==> src/rtl/regfile_sp_param_pkg.sv <==
// Shared definitions for the parametrised register file: default sizes,
// a constant-foldable clog2 and the stack-pointer operation encoding.
package regfile_pkg;

    localparam int DEF_DATA_W   = 8;
    localparam int DEF_NUM_REGS = 4;
    localparam int DEF_NUM_RD   = 2;

    // Outcome of the per-cycle SP priority decode.
    typedef enum logic [1:0] {
        SP_NONE,
        SP_WRITE,
        SP_DEC,
        SP_INC
    } sp_op_e;

    function automatic int clog2(input int n);
        int r;
        r = 0;
        for (int v = n - 1; v > 0; v = v >> 1) begin
            r = r + 1;
        end
        return r;
    endfunction

endpackage

==> src/rtl/regfile_sp_param_if.sv <==
// Bus bundle between the decode/writeback stages (master) and the register file (slave).
interface regfile_sp_param_if
    import regfile_pkg::*;
#(
    parameter int DATA_W   = DEF_DATA_W,
    parameter int NUM_REGS = DEF_NUM_REGS,
    parameter int NUM_RD   = DEF_NUM_RD
);
    localparam int AW = clog2(NUM_REGS);

    logic                     WE;
    logic [AW-1:0]            RW_addr;
    logic [DATA_W-1:0]        WD;
    logic                     IncSP;
    logic                     DecSP;
    logic                     ClrErr;
    logic [NUM_RD*AW-1:0]     RA_addr;
    logic [NUM_RD*DATA_W-1:0] RD;
    logic [DATA_W-1:0]        SP;
    logic                     SP_ovf;
    logic                     SP_unf;

    modport master (
        output WE, RW_addr, WD, IncSP, DecSP, ClrErr, RA_addr,
        input  RD, SP, SP_ovf, SP_unf
    );

    modport slave (
        input  WE, RW_addr, WD, IncSP, DecSP, ClrErr, RA_addr,
        output RD, SP, SP_ovf, SP_unf
    );

endinterface

==> src/rtl/regfile_sp_param_sp_unit.sv <==
// Stack-pointer control: priority decode, saturating inc/dec and the sticky
// overflow/underflow flags. The SP register itself lives in the top-level array.
module sp_unit
    import regfile_pkg::*;
#(
    parameter int                DATA_W    = DEF_DATA_W,
    parameter logic [DATA_W-1:0] SP_TOP    = {DATA_W{1'b1}},
    parameter logic [DATA_W-1:0] SP_BOTTOM = '0
) (
    input  logic              clk,
    input  logic              rst,
    input  logic              i_we,
    input  logic              i_sp_sel,
    input  logic              i_inc,
    input  logic              i_dec,
    input  logic              i_clr,
    input  logic [DATA_W-1:0] i_wd,
    input  logic [DATA_W-1:0] i_sp,
    output logic [DATA_W-1:0] o_sp_next,
    output logic              o_ovf,
    output logic              o_unf
);

    sp_op_e w_op;
    logic   w_set_ovf;
    logic   w_set_unf;
    logic   r_ovf;
    logic   r_unf;

    // An explicit write to SP masks both stack requests; DEC beats INC.
    always_comb begin
        w_op = SP_NONE;
        if (i_we && i_sp_sel) begin
            w_op = SP_WRITE;
        end else if (i_dec) begin
            w_op = SP_DEC;
        end else if (i_inc) begin
            w_op = SP_INC;
        end
    end

    always_comb begin
        o_sp_next = i_sp;
        w_set_ovf = 1'b0;
        w_set_unf = 1'b0;
        unique case (w_op)
            SP_WRITE: o_sp_next = i_wd;
            SP_DEC: begin
                if (i_sp == SP_BOTTOM) w_set_ovf = 1'b1;
                else                   o_sp_next = i_sp - DATA_W'(1);
            end
            SP_INC: begin
                if (i_sp == SP_TOP) w_set_unf = 1'b1;
                else                o_sp_next = i_sp + DATA_W'(1);
            end
            default: ;
        endcase
    end

    // A fault in the same cycle as ClrErr must survive the clear.
    always_ff @(posedge clk or posedge rst) begin
        if (rst) begin
            r_ovf <= 1'b0;
            r_unf <= 1'b0;
        end else begin
            r_ovf <= w_set_ovf | (r_ovf & ~i_clr);
            r_unf <= w_set_unf | (r_unf & ~i_clr);
        end
    end

    assign o_ovf = r_ovf;
    assign o_unf = r_unf;

endmodule

==> src/rtl/regfile_sp_param.sv <==
// Parametrised register file with combinational write-through reads and one
// register acting as a bounded hardware stack pointer.
module regfile_sp_param
    import regfile_pkg::*;
#(
    parameter int                DATA_W    = DEF_DATA_W,
    parameter int                NUM_REGS  = DEF_NUM_REGS,
    parameter int                NUM_RD    = DEF_NUM_RD,
    parameter int                SP_IDX    = NUM_REGS - 1,
    parameter logic [DATA_W-1:0] SP_TOP    = {DATA_W{1'b1}},
    parameter logic [DATA_W-1:0] SP_BOTTOM = '0
) (
    input  logic              clk,
    input  logic              rst,
    regfile_sp_param_if.slave bus
);

    localparam int AW = clog2(NUM_REGS);

    logic [DATA_W-1:0] r_regs [NUM_REGS];
    logic [DATA_W-1:0] w_sp_next;
    logic              w_sp_sel;

    assign w_sp_sel = (bus.RW_addr == AW'(SP_IDX));

    sp_unit #(
        .DATA_W    (DATA_W),
        .SP_TOP    (SP_TOP),
        .SP_BOTTOM (SP_BOTTOM)
    ) u_sp_unit (
        .clk       (clk),
        .rst       (rst),
        .i_we      (bus.WE),
        .i_sp_sel  (w_sp_sel),
        .i_inc     (bus.IncSP),
        .i_dec     (bus.DecSP),
        .i_clr     (bus.ClrErr),
        .i_wd      (bus.WD),
        .i_sp      (r_regs[SP_IDX]),
        .o_sp_next (w_sp_next),
        .o_ovf     (bus.SP_ovf),
        .o_unf     (bus.SP_unf)
    );

    // The SP slot always takes sp_unit's result, which already folds in an explicit write.
    always_ff @(posedge clk or posedge rst) begin
        if (rst) begin
            for (int i = 0; i < NUM_REGS; i++) begin
                r_regs[i] <= (i == SP_IDX) ? SP_TOP : '0;
            end
        end else begin
            for (int i = 0; i < NUM_REGS; i++) begin
                if (i == SP_IDX) begin
                    r_regs[i] <= w_sp_next;
                end else if (bus.WE && (bus.RW_addr == AW'(i))) begin
                    r_regs[i] <= bus.WD;
                end
            end
        end
    end

    genvar gi;
    generate
        for (gi = 0; gi < NUM_RD; gi++) begin : g_rd
            logic [AW-1:0] w_ra;
            assign w_ra = bus.RA_addr[gi*AW +: AW];
            assign bus.RD[gi*DATA_W +: DATA_W] =
                (bus.WE && (w_ra == bus.RW_addr)) ? bus.WD : r_regs[w_ra];
        end
    endgenerate

    assign bus.SP = r_regs[SP_IDX];

endmodule

==> src/flat_wrapper.sv <==
// flat-port wrapper written by rule: the top's interface ports become plain ports
module regfile_sp_param_flat import regfile_pkg::*;
#(
    parameter int                DATA_W    = DEF_DATA_W,
    parameter int                NUM_REGS  = DEF_NUM_REGS,
    parameter int                NUM_RD    = DEF_NUM_RD,
    parameter int                SP_IDX    = NUM_REGS - 1,
    parameter logic [DATA_W-1:0] SP_TOP    = {DATA_W{1'b1}},
    parameter logic [DATA_W-1:0] SP_BOTTOM = '0
)
  (clk, rst, bus_WE, bus_RW_addr, bus_WD, bus_IncSP, bus_DecSP, bus_ClrErr, bus_RA_addr, bus_RD, bus_SP, bus_SP_ovf, bus_SP_unf);
  regfile_sp_param_if #(.DATA_W(DATA_W), .NUM_REGS(NUM_REGS), .NUM_RD(NUM_RD)) bus_i ();
  input  logic clk;
  input  logic rst;
  input wire logic [$bits(bus_i.WE)-1:0] bus_WE;
  input wire logic [$bits(bus_i.RW_addr)-1:0] bus_RW_addr;
  input wire logic [$bits(bus_i.WD)-1:0] bus_WD;
  input wire logic [$bits(bus_i.IncSP)-1:0] bus_IncSP;
  input wire logic [$bits(bus_i.DecSP)-1:0] bus_DecSP;
  input wire logic [$bits(bus_i.ClrErr)-1:0] bus_ClrErr;
  input wire logic [$bits(bus_i.RA_addr)-1:0] bus_RA_addr;
  output wire logic [$bits(bus_i.RD)-1:0] bus_RD;
  output wire logic [$bits(bus_i.SP)-1:0] bus_SP;
  output wire logic [$bits(bus_i.SP_ovf)-1:0] bus_SP_ovf;
  output wire logic [$bits(bus_i.SP_unf)-1:0] bus_SP_unf;
  assign bus_i.WE = bus_WE;
  assign bus_i.RW_addr = bus_RW_addr;
  assign bus_i.WD = bus_WD;
  assign bus_i.IncSP = bus_IncSP;
  assign bus_i.DecSP = bus_DecSP;
  assign bus_i.ClrErr = bus_ClrErr;
  assign bus_i.RA_addr = bus_RA_addr;
  assign bus_RD = bus_i.RD;
  assign bus_SP = bus_i.SP;
  assign bus_SP_ovf = bus_i.SP_ovf;
  assign bus_SP_unf = bus_i.SP_unf;
  regfile_sp_param #(.DATA_W(DATA_W), .NUM_REGS(NUM_REGS), .NUM_RD(NUM_RD), .SP_IDX(SP_IDX), .SP_TOP(SP_TOP), .SP_BOTTOM(SP_BOTTOM)) u_core (.clk(clk), .rst(rst), .bus(bus_i));
endmodule
==> config.mk <==
export PLATFORM = sky130hd
export DESIGN_NAME = regfile_sp_param_flat
export DESIGN_NICKNAME = d
export VERILOG_FILES = /design/src/rtl/regfile_sp_param_pkg.sv /design/src/rtl/regfile_sp_param_if.sv /design/src/rtl/regfile_sp_param_sp_unit.sv /design/src/rtl/regfile_sp_param.sv /design/src/flat_wrapper.sv
export SDC_FILE = /design/constraint.sdc
export NUM_CORES = 1
export LEC_CHECK = 0
export CAP_MARGIN = 25
export CORE_ASPECT_RATIO = 1.4
export CORE_UTILIZATION = 45
export DETAILED_ROUTE_END_ITERATION = 12
export GPL_TIMING_DRIVEN = 0
export PLACE_DENSITY_LB_ADDON = 0.3
export SYNTH_ARGS = -nofsm -noshare
export SYNTH_HDL_FRONTEND = slang
export SYNTH_SLANG_ARGS = --single-unit
==> constraint.sdc <==
create_clock -name clk -period 2.5 [get_ports clk]
set_input_delay 0.25 -clock clk [delete_from_list [all_inputs] [get_ports clk]]
set_output_delay 0.25 -clock clk [all_outputs]
set_load 0.02 [all_outputs]
==> results of run 1 <==
## through the flow
stage	power, mW	area (um^2)	setup slack, ns	setup TNS, ns	hold WS [ns]
finish	2.84	3090	0.118	0	0.339
global placement	2.36	2930	-0.534	-1.35	0.500
floorplan	1.90	2470	0.144	0	0.344
CTS	2.85	3090	0.167	0	0.348
global route	3.03	3090	0.0420	0	0.390
detailed placement	2.39	2960	-0.568	-1.50	0.512
## synth_stat cells, drive strengths merged (5+ instances only)
library cell  count  area, um^2
buf              17         119
o21ai             8        40.0
nor2              8        30.0
inv               5        18.8
a21oi             6        30.0
mux2             42         473
mux4             16         364
ha                7        87.6
xnor2             6        52.6
dfstp             8         210
dfrtp            26         651
nand2            10        37.5
nand3             5        25.0
## layout make-up
class                   count  area share (%)
flip-flops and latches     34            27.9
repair buffers             41            13.7
clock inverters             1           0.162
plain buffers              17            3.85
multi-input cells         146            48.2
inverters                   5           0.730
well taps                  66            2.68
clock buffers               7            2.80
## worst register-to-register path: stages (launching register included)
cell and delay [ns]:
dfstp_2 0.64, ha_4 0.25, a21o_1 0.19, a21oi_2 0.20
a211oi_1 0.12, or3_1 0.40, o211ai_2 0.17
## how the worst min path moves through the flow
| stage | to | startpoint |
|---|---|---|
| after floorplan | u_core.u_sp_unit.o_unf | bus_ClrErr |
| after global placement | u_core.r_regs[9] | u_core.r_regs[9] |
| after detailed placement | u_core.r_regs[12] | u_core.r_regs[12] |
| after CTS | u_core.r_regs[9] | rst |
| after global routing | u_core.r_regs[24] | rst |
| final | u_core.r_regs[8] | rst |
## repair_timing
| item | in CTS | in global routing |
|---|---|---|
| endpoints found under the hold margin | 0 | 0 |
| buffers inserted | 2 | 0 |
| resized for setup | 5 | 0 |
| setup endpoints to repair | 3 | 0 |
## cell families after synthesis
group,after synthesis,share of synthesized area [%]
fa+ha+maj,8,4.36
simple gates,39,8.72
buf+inv,22,5.58
xor+xnor,7,2.48
mux,60,34.7
flops,34,34.9
compound gates,32,9.28
## cells in the final DEF, fill, tap and decap left out, types with 3 or more instances in the layout
cell type,n
a211oi_1,3
a21o_1,3
a21oi_1,5
buf_2,5
buf_4,13
clkbuf_8,6
clkdlybuf4s50_1,37
dfrtp_1,26
dfstp_2,8
ha_1,6
inv_1,4
mux2_2,40
mux4_2,15
nand2_1,10
nand3_1,5
nand4_1,3
nor2_1,8
o21ai_0,4
o21ai_1,4
xnor2_1,6
## state kept, by name, summed over array words and instances (netlist names)
signal,count
u_core.bus.SP,8
u_core.r_regs,24
u_core.u_sp_unit.o_unf,1
u_core.u_sp_unit.o_ovf,1
## power by group through the flow
stage                     clock, mW  combinational, mW  sequential (mW)
after floorplan                   0               1.04            0.860
after global placement            0               1.42            0.932
after detailed placement          0               1.45            0.936
after CTS                     0.431               1.49            0.934
after global routing          0.451               1.61            0.968
final                         0.416               1.48            0.940
## layer usage
metal / track usage [%] / wire length [um] / vias to the layer above
met5: 0 / 0 / -
met4: 8.48 / 118 / 0
met3: 3.66 / 156 / 10
met2: 40.0 / 3050 / 42
met1: 24.7 / 2290 / 921
li1: - / - / 862
==> flow_metrics.tcl, run 1 <==
set metrics [dict create \
    finalSetupViolCount 0 \
    setup.worst_path.end "u_core.bus.SP[7]" \
    p_sw_share_pct 37.0 \
    hpwl_um 4040 \
    crit_chain "clkdlybuf4s50_1 > and2_4 > clkinvlp_4 > ha_1 > a21o_1 > nand4_2 > and4_1 > or3_1 > o211ai_2" \
    final_util_pct 58.9 \
    nets 278 \
    cts.sinks 34 \
    multi_input_area_um2 1490 \
    crit_type "input port to flip-flop" \
    synth_cell_types 44 \
    die_h_um 89.6 \
    hold_path_class "input port to asynchronous set/reset pin" \
    fin_skew_ns 0.00293 \
    fp-row-count 31 \
    clockRootBuffer "clkbuf_8" \
    grt-ovfl-total 0 \
    cp-end-kind "flip-flop" \
    slew_violations 0 \
    powerDensity_nw_per_um2 919 \
    vias 1835 \
    slowest_delay_ns 0.56 \
    timing.rr.end "u_core.bus.SP[7]" \
    cap_violations 0 \
    dp.cells 307 \
    status "finished clean" \
    worst_pin_slew_ns 0.715 \
    vdd_drop_max_mv 0.621 \
    clock_latency_ns 0.28 \
    synth_edf_count 0 \
    drive_above_1_share_pct 39.4 \
    wirelength_um 5610 \
    p_sw_mw 1.05 \
    p_int_mw 1.79 \
    synth_ff_type "dfrtp_1" \
    routabilityCongestion 0.745 \
    cts.htree.levels 2 \
    fillers 467 \
    syn_nets 230 \
    synthCells 202 \
    path_buf_inv 2 \
    ys_ff_latch 34 \
    seq_area_frac_synth_pct 34.9 \
    post-route-period-util_pct 95.3 \
    cpMaxStageDelayCell "clkdlybuf4s50_1" \
    cp_data_arrival_time_ns 2.60 \
    async_reset_ff_share_pct 100 \
    wl_per_cell_um 17.7 \
    antenna_found_initial 0 \
    yosysWarnings 0 \
    antenna_cells 0 \
    leakage_nw 1.24 \
    clockBufferDepth 2 \
    startpoint "bus_IncSP" \
    drc 0 \
    cts_buffers 5 \
    initial_core_util_pct 47.1 \
    areaGrowthSynthToFinish_pct 25.0 \
    grt_pass1_vias 1828 \
    die_x_um 64.6 \
    crit_required_ns 2.72 \
    worst-path-stages 9 \
    power_frac_comb_pct 52.2 \
    worstSetupStartpointType "input port" \
    core_area_um2 5240 \
    power_frac_clock_pct 14.7 \
    antenna_left 0 \
    reg2reg_from "u_core.bus.SP[3]" \
    grt_start_max_net_pins 22 \
    cts_hold_buf 0 \
    ios 46 \
    hold_viol 0 \
    reg2reg_slack_ns 0.46 \
    period_needed_ns 2.38 \
    crit_family "simple AND/OR/NAND/NOR gates" \
    r2r_cells 6 \
    drtIter0Drc 86 \
    relSlewSlack_pct 52.1 \
    path_clk_slew_ns 0.07 \
    synth_area_per_cell_um2 12.2 \
    synthesis.area_um2 2470 \
    io_buffers 38 \
    first_pass_iters 4 \
    seqCellArea_um2 861 \
    cp_max_fo 6 \
    p_seq_share_pct 33.1 \
    track_usage_pct 21.6 \
    cts_tree "done" \
    stdcell_count 317 \
    dieArea_um2 5790 \
    rsz0062_at_grt "no" \
    grt_first_pass_wirelength_um 9220 \
    clock.fmax_mhz 420 \
    post_drt_via_cell_ratio 5.79 \
]
No activity file was read; power rests on OpenSTA's default activity.
==> run 2: changes to the inputs <==
--- a/config.mk
+++ b/config.mk
@@ -5,11 +5,13 @@
 export SDC_FILE = /design/constraint.sdc
 export NUM_CORES = 1
 export LEC_CHECK = 0
+export ABC_CLOCK_PERIOD_IN_PS = 2500
 export CAP_MARGIN = 25
 export CORE_ASPECT_RATIO = 1.4
 export CORE_UTILIZATION = 45
 export DETAILED_ROUTE_END_ITERATION = 12
 export GPL_TIMING_DRIVEN = 0
+export HOLD_SLACK_MARGIN = 0.08
 export PLACE_DENSITY_LB_ADDON = 0.3
 export SYNTH_ARGS = -nofsm -noshare
 export SYNTH_HDL_FRONTEND = slang
==> results of run 2 <==
The final DEF is identical to that of run 1; final timing and power are the same.
==> run 3: changes to the inputs <==
--- a/config.mk
+++ b/config.mk
@@ -13,6 +13,7 @@
 export GPL_TIMING_DRIVEN = 0
 export HOLD_SLACK_MARGIN = 0.08
 export PLACE_DENSITY_LB_ADDON = 0.3
+export SKIP_LAST_GASP = 1
 export SYNTH_ARGS = -nofsm -noshare
 export SYNTH_HDL_FRONTEND = slang
 export SYNTH_SLANG_ARGS = --single-unit
==> results of run 3 <==
The final DEF is identical to that of run 1; final timing and power are the same.
==> RTL edit 1: new RTL, config.mk and constraints of run 2 <==
`DEF_DATA_W`: 8 -> 6.
--- a/src/rtl/regfile_sp_param_pkg.sv
+++ b/src/rtl/regfile_sp_param_pkg.sv
@@ -2,7 +2,7 @@
 // a constant-foldable clog2 and the stack-pointer operation encoding.
 package regfile_pkg;
 
-    localparam int DEF_DATA_W   = 8;
+    localparam int DEF_DATA_W   = 6;
     localparam int DEF_NUM_REGS = 4;
     localparam int DEF_NUM_RD   = 2;
 
Ports: changed (resized bus_RD, bus_SP and bus_WD); port bits go from 46 to 38. The function was not compared with the original's and may differ.
==> RTL edit 1 against run 2 <==
Largest cell class unchanged. Total power fell by 23%. Critical endpoint is now bus_RD[9]. Clock power is 15% lower. Area after synthesis shrank 25%. Sequential power decreased by 22%. Worst setup slack improved by 0.016 ns. Cell area is 25% lower. First-iteration DRC count shrank 71%. Cell count down 28%. Wire length down 23%. Sequential cell count decreased by 8. Via count down 26%.
==> RTL edit 1: results (changes against run 2) <==
Number of library cell types mapped by synthesis: 34 (-23%). Capturing point of the worst reg2reg path: u_core.bus.SP[5]. Global routing met1 resource utilization: 25.1% (+0.48 points).

The area share of the leading cell type in the synthesized netlist was 27.0% (+0.65 points); the internal power was 1.40 mW (-22%). Maximum number of pins on one net before global-route repair: 27 (+23%). The level count of the clock H-tree was 1 (-1). The fraction of registers with async set or reset after synthesis was 100% (unchanged); the global routing usage summed across all routing layers was 20.6% (-0.97 points). The weighted congestion reported at the end of routability-driven placement is 0.739 (-0.81%), and the sum of routed wire segments on met1 is 1800 um (-21%). The worst clock skew came out at 0.00613 ns (+0.00320 ns). The transition at the pin with the smallest max-transition slack came out at 0.841 ns (+0.126 ns). Routed signal wires occupy layers up through met4. Following the worst setup path forward leads to its endpoint at bus_RD[9]. The number of buffers between clock root and the deepest sink is 2 (unchanged).

The arrival time reported for the critical path endpoint is 2.12 ns (-0.48 ns), and the share of cells above drive strength 1 is 37.8% (-1.6 points). Ranked by instance count, the synthesized netlist is headed by mux2_2 (29), dfrtp_1 (20), mux4_2 (12), xnor2_1 (7). The register-to-register path setup slack was 0.42 ns (-0.04 ns). Source of the critical timing path: bus_RA_addr[2]. The maximum fanout encountered on the critical timing path came out at 7 (+1). The top flip-flop cell by instance count after synthesis is dfrtp_1. The wire length on met3 was 127 um (-19%); the number of nets at the end of the flow was 209 (-25%). The run gives 50.0% (-2.2 points) as the combinational fraction of design power. The clock network fraction of total power is 16.2% (+1.5 points). The leakage power figure is 0.934 nW (-24%), and the synthesized net count is 171 (-26%).

The flow ran to the end, and the final reports show no timing, DRC or antenna violations. The flip-flop count of the largest register after layout is 18 (-25%), and the sequential-to-total area share from yosys stat is 35.5% (+0.65 points). The total met2 wirelength after detailed routing was 2360 um (-22%); the half-perimeter wire length of the detailed placement result was 3210 um (-21%). For the total number of vias, the log shows 1363 (-26%). The via count of the first global-routing pass was 1456 (-20%); the average footprint of a synthesized cell was 12.5 um2 (+2.5%).

Worst ir drop on vdd: 641 uV (+3.2%). The run gives 221 (-28%) as the number of placed cells counting well taps. The pre-CTS setup slack came out at -0.229 ns (+0.339 ns). The logs give 2.50% (-1.2 points) for the global-route track usage on met3 and 0.134 ns (+0.0156 ns) for the setup slack of the critical path after layout.

CTS clock-pin slew for the worst setup and hold paths: 0.10 ns (+0.03 ns). The run gives 228 (-28%) as the non-filler instance count after layout. In the post-synthesis netlist, the biggest area contributors are dfrtp_1 (27%), mux2_2 (18%), mux4_2 (15%). Instance area at placement: 2210 um2 (-25%). The number of buffers created by CTS is 3 (-2), and the global-route wire length before repair is 7060 um (-23%). The DRC marker count from the first detailed-route iteration is 25 (-71%), and the number of I/O port buffers is 30 (-21%). The detailed-route wire length was 4320 um (-23%). The cell depth of the worst flop-to-flop path is 6 (unchanged). The met2 usage in global routing is 37.3% (-2.7 points).

The startpoint identified for the worst register-to-register timing path is u_core.bus.SP[1]. The tools report the root buffer cell as clkbuf_8. For the worst-skew pair, the clock arrives at the later sink with an insertion delay of 0.27 ns.

For the power in combinational cells, the log shows 1.09 mW (-26%).
-- RTL edit 1: cell count changes in the layout (fill, tap and decap cells not counted), moves of 4 or more --
cell             before  now
buf_4                13    8
clkdlybuf4s50_1      37   30
dfrtp_1              26   20
mux2_2               40   29
mux2i_1               2    6
nand2_1              10    6
o21ai_1               4    0
-- RTL edit 1: how the worst min path moves through the flow --
stage,cells after the start,slack [ns],endpoint,start
floorplan,1,0.29,u_core.r_regs[10],rst
global placement,1,0.49,u_core.r_regs[22],u_core.r_regs[22]
detailed placement,1,0.50,u_core.u_sp_unit.o_ovf,u_core.u_sp_unit.o_ovf
CTS,4,0.41,u_core.bus.SP[0],bus_RW_addr[1]
global route,2,0.20,u_core.r_regs[16],rst
finish,2,0.18,u_core.r_regs[16],rst
-- RTL edit 1: area by class of cell --
class,count,area [um2]
Buffer,13,75.1
Tap cell,43,53.8
Fill cell,327,1630
Sequential cell,26,658
Clock inverter,1,30.0
Clock buffer,3,41.3
Timing Repair Buffer,33,343
Inverter,4,15.0
Multi-Input combinational cell,105,1110
-- RTL edit 1: repair_timing --
action / CTS / global route
buffers inserted: 0 / 2
resized for setup: 0 / 3
endpoints found under the setup margin: 0 / 3
hold buffers: 0 / 0
-- RTL edit 1: cells by family after synthesis --
kind of cell / share of synthesized area (%)
and+or+nand+nor: 8.57
muxes: 36.9
xor gates and xnor gates: 3.31
DFF: 35.5
adders and majority gates: 3.78
AOI/OAI and AO/OA: 7.16
buffers and inverters: 4.79
-- RTL edit 1: worst max-delay path, stage by stage --
cell and delay [ns]:
clkbuf_1 0.42, xnor2_1 0.18, nand3_1 0.33, mux2_2 0.34, clkdlybuf4s50_1 0.59
==> RTL edit 2: new RTL, settings of run 2 <==
Made on the original files. Reset style: synchronous (`rst`), changed in 2 clocked blocks.
--- a/src/rtl/regfile_sp_param_sp_unit.sv
+++ b/src/rtl/regfile_sp_param_sp_unit.sv
@@ -58,7 +58,7 @@
     end
 
     // A fault in the same cycle as ClrErr must survive the clear.
-    always_ff @(posedge clk or posedge rst) begin
+    always_ff @(posedge clk) begin
         if (rst) begin
             r_ovf <= 1'b0;
             r_unf <= 1'b0;
--- a/src/rtl/regfile_sp_param.sv
+++ b/src/rtl/regfile_sp_param.sv
@@ -43,7 +43,7 @@
     );
 
     // The SP slot always takes sp_unit's result, which already folds in an explicit write.
-    always_ff @(posedge clk or posedge rst) begin
+    always_ff @(posedge clk) begin
         if (rst) begin
             for (int i = 0; i < NUM_REGS; i++) begin
                 r_regs[i] <= (i == SP_IDX) ? SP_TOP : '0;
Function: differs if rst is asserted again (counterexample within 4 cycles, from zero or initial values and one cycle with rst high); with rst held inactive, the same outputs for 10 cycles.
==> RTL edit 2 against run 2 <==
Wire length shrank 4.4%. Register-to-register slack worse by 0.17 ns. Sequential cell count is the same. Largest cell class unchanged. Cell count decreased by 2.2%. Fmax down 1.6%. Die area fell by 4.7%. First-iteration DRC count fell by 5.8%. Cell area down 3.8%. Area after synthesis is 4.9% lower. Worst setup slack got worse by 0.038 ns.
Power is not compared: it rests on default switching activity, and its combinational part moved more than twofold at a synthesized area within 25%.
==> RTL edit 2: results (changes against run 2) <==
The kind of cell with the highest combined delay along the critical path is compound AO/OA/AOI/OAI gates. The tools report the pre-CTS setup slack as -0.879 ns (-0.311 ns). The number of I/O port buffers works out to 39 (+2.6%). For the weighted congestion reported at the end of routability-driven placement, the log shows 0.786 (+5.5%). Layout buffer count excluding clock buffers: 52 (-10%).

The run finished with clean final reports. The sum of routed wire segments on met1 came out at 2290 um (+0.26%). The transition at the pin with the smallest max-transition slack was 0.951 ns (+0.237 ns); the share of cells above drive strength 1 was 25.6% (-14 points).

The register-to-register path setup slack is 0.29 ns (-0.17 ns), and the maximum number of pins on one net before global-route repair is 11 (-50%). In this run the worst hold path is classified as in2reg. The number of nets at the end of the flow is 273 (-1.8%), and the number of synthesized flops with an enable pin is 24 (+24).

The endpoint identified for the worst register-to-register timing path is u_core.r_regs[3][7]. The logs give 2780 um (-8.6%) for the total met2 wirelength after detailed routing and 8 (+3) for the post-cts sizing count. The average footprint of a synthesized cell came out at 12.1 um2 (-0.94%). The number of logic inverters in the finished layout was 3 (-2); the flip-flop count of the largest register after layout was 32 (+33%). Sequential-to-total area share from yosys stat: 39.2% (+4.3 points).

The via count of the first global-routing pass was 1798 (-1.6%). The sequential fraction of total cell area works out to 31.0% (+3.1 points). By area the synthesized netlist is led by edfxtp_1 (31%), mux4_2 (13%), dfxtp_1 (8.5%). The run gives 176 um (+13%) as the wire length on met3. The number of placed cells counting well taps came out at 297 (-3.3%). The worst slack on hold paths is 0.447 ns (+0.107 ns), and the DRC marker count from the first detailed-route iteration is 81 (-5.8%). The arrival time reported for the critical path endpoint was 2.63 ns (+0.03 ns).

For the fill cell instance count of the final layout, the log shows 415 (-11%). The clock network area share is 3.03% (+0.074 points). The design draws 1.79 mW.

The area of combinational cells with multiple inputs was 1390 um2 (-6.6%); the fraction of registers with async set or reset after synthesis was 0% (-100 points). The final-layout non-clock buffer area share is 16.0% (-1.5 points). The tools report the setup fix buffers added after clock tree synthesis as 5 (+3). The worst register-to-register path begins at u_core.r_regs[3][1].

For the global routing usage summed across all routing layers, the log shows 21.4% (-0.16 points). The number of vias per cell after detailed routing is 5.78 (-0.14%).
-- RTL edit 2: worst max path at each step --
stage                         from                  end  depth (start not counted)
floorplan           bus_RW_addr[0]  u_core.r_regs[3][7]                         10
finish                   bus_IncSP  u_core.r_regs[3][7]                         10
global placement    bus_RW_addr[1]  u_core.r_regs[3][7]                         10
detailed placement  bus_RW_addr[1]  u_core.r_regs[3][7]                         10
CTS                      bus_IncSP  u_core.r_regs[3][7]                         10
global route             bus_IncSP  u_core.r_regs[3][7]                         10
-- RTL edit 2: layer usage --
metal | global-route usage (%) | up-vias
li1 | - | 855
met1 | 25.9 | 882
met2 | 38.4 | 48
met3 | 2.09 | 7
met4 | 9.09 | 0
met5 | 0 | -
-- RTL edit 2: cells by family (layout without fill, tap and decap cells) --
kind of cell,count (synthesis),after routing,synth area share [%]
mux,33,33,23.8
fa+ha+maj,8,8,4.58
simple gates,62,62,15.6
buf+inv,11,63,2.61
xor+xnor,9,9,3.36
flops,34,34,39.2
compound gates,37,37,10.9
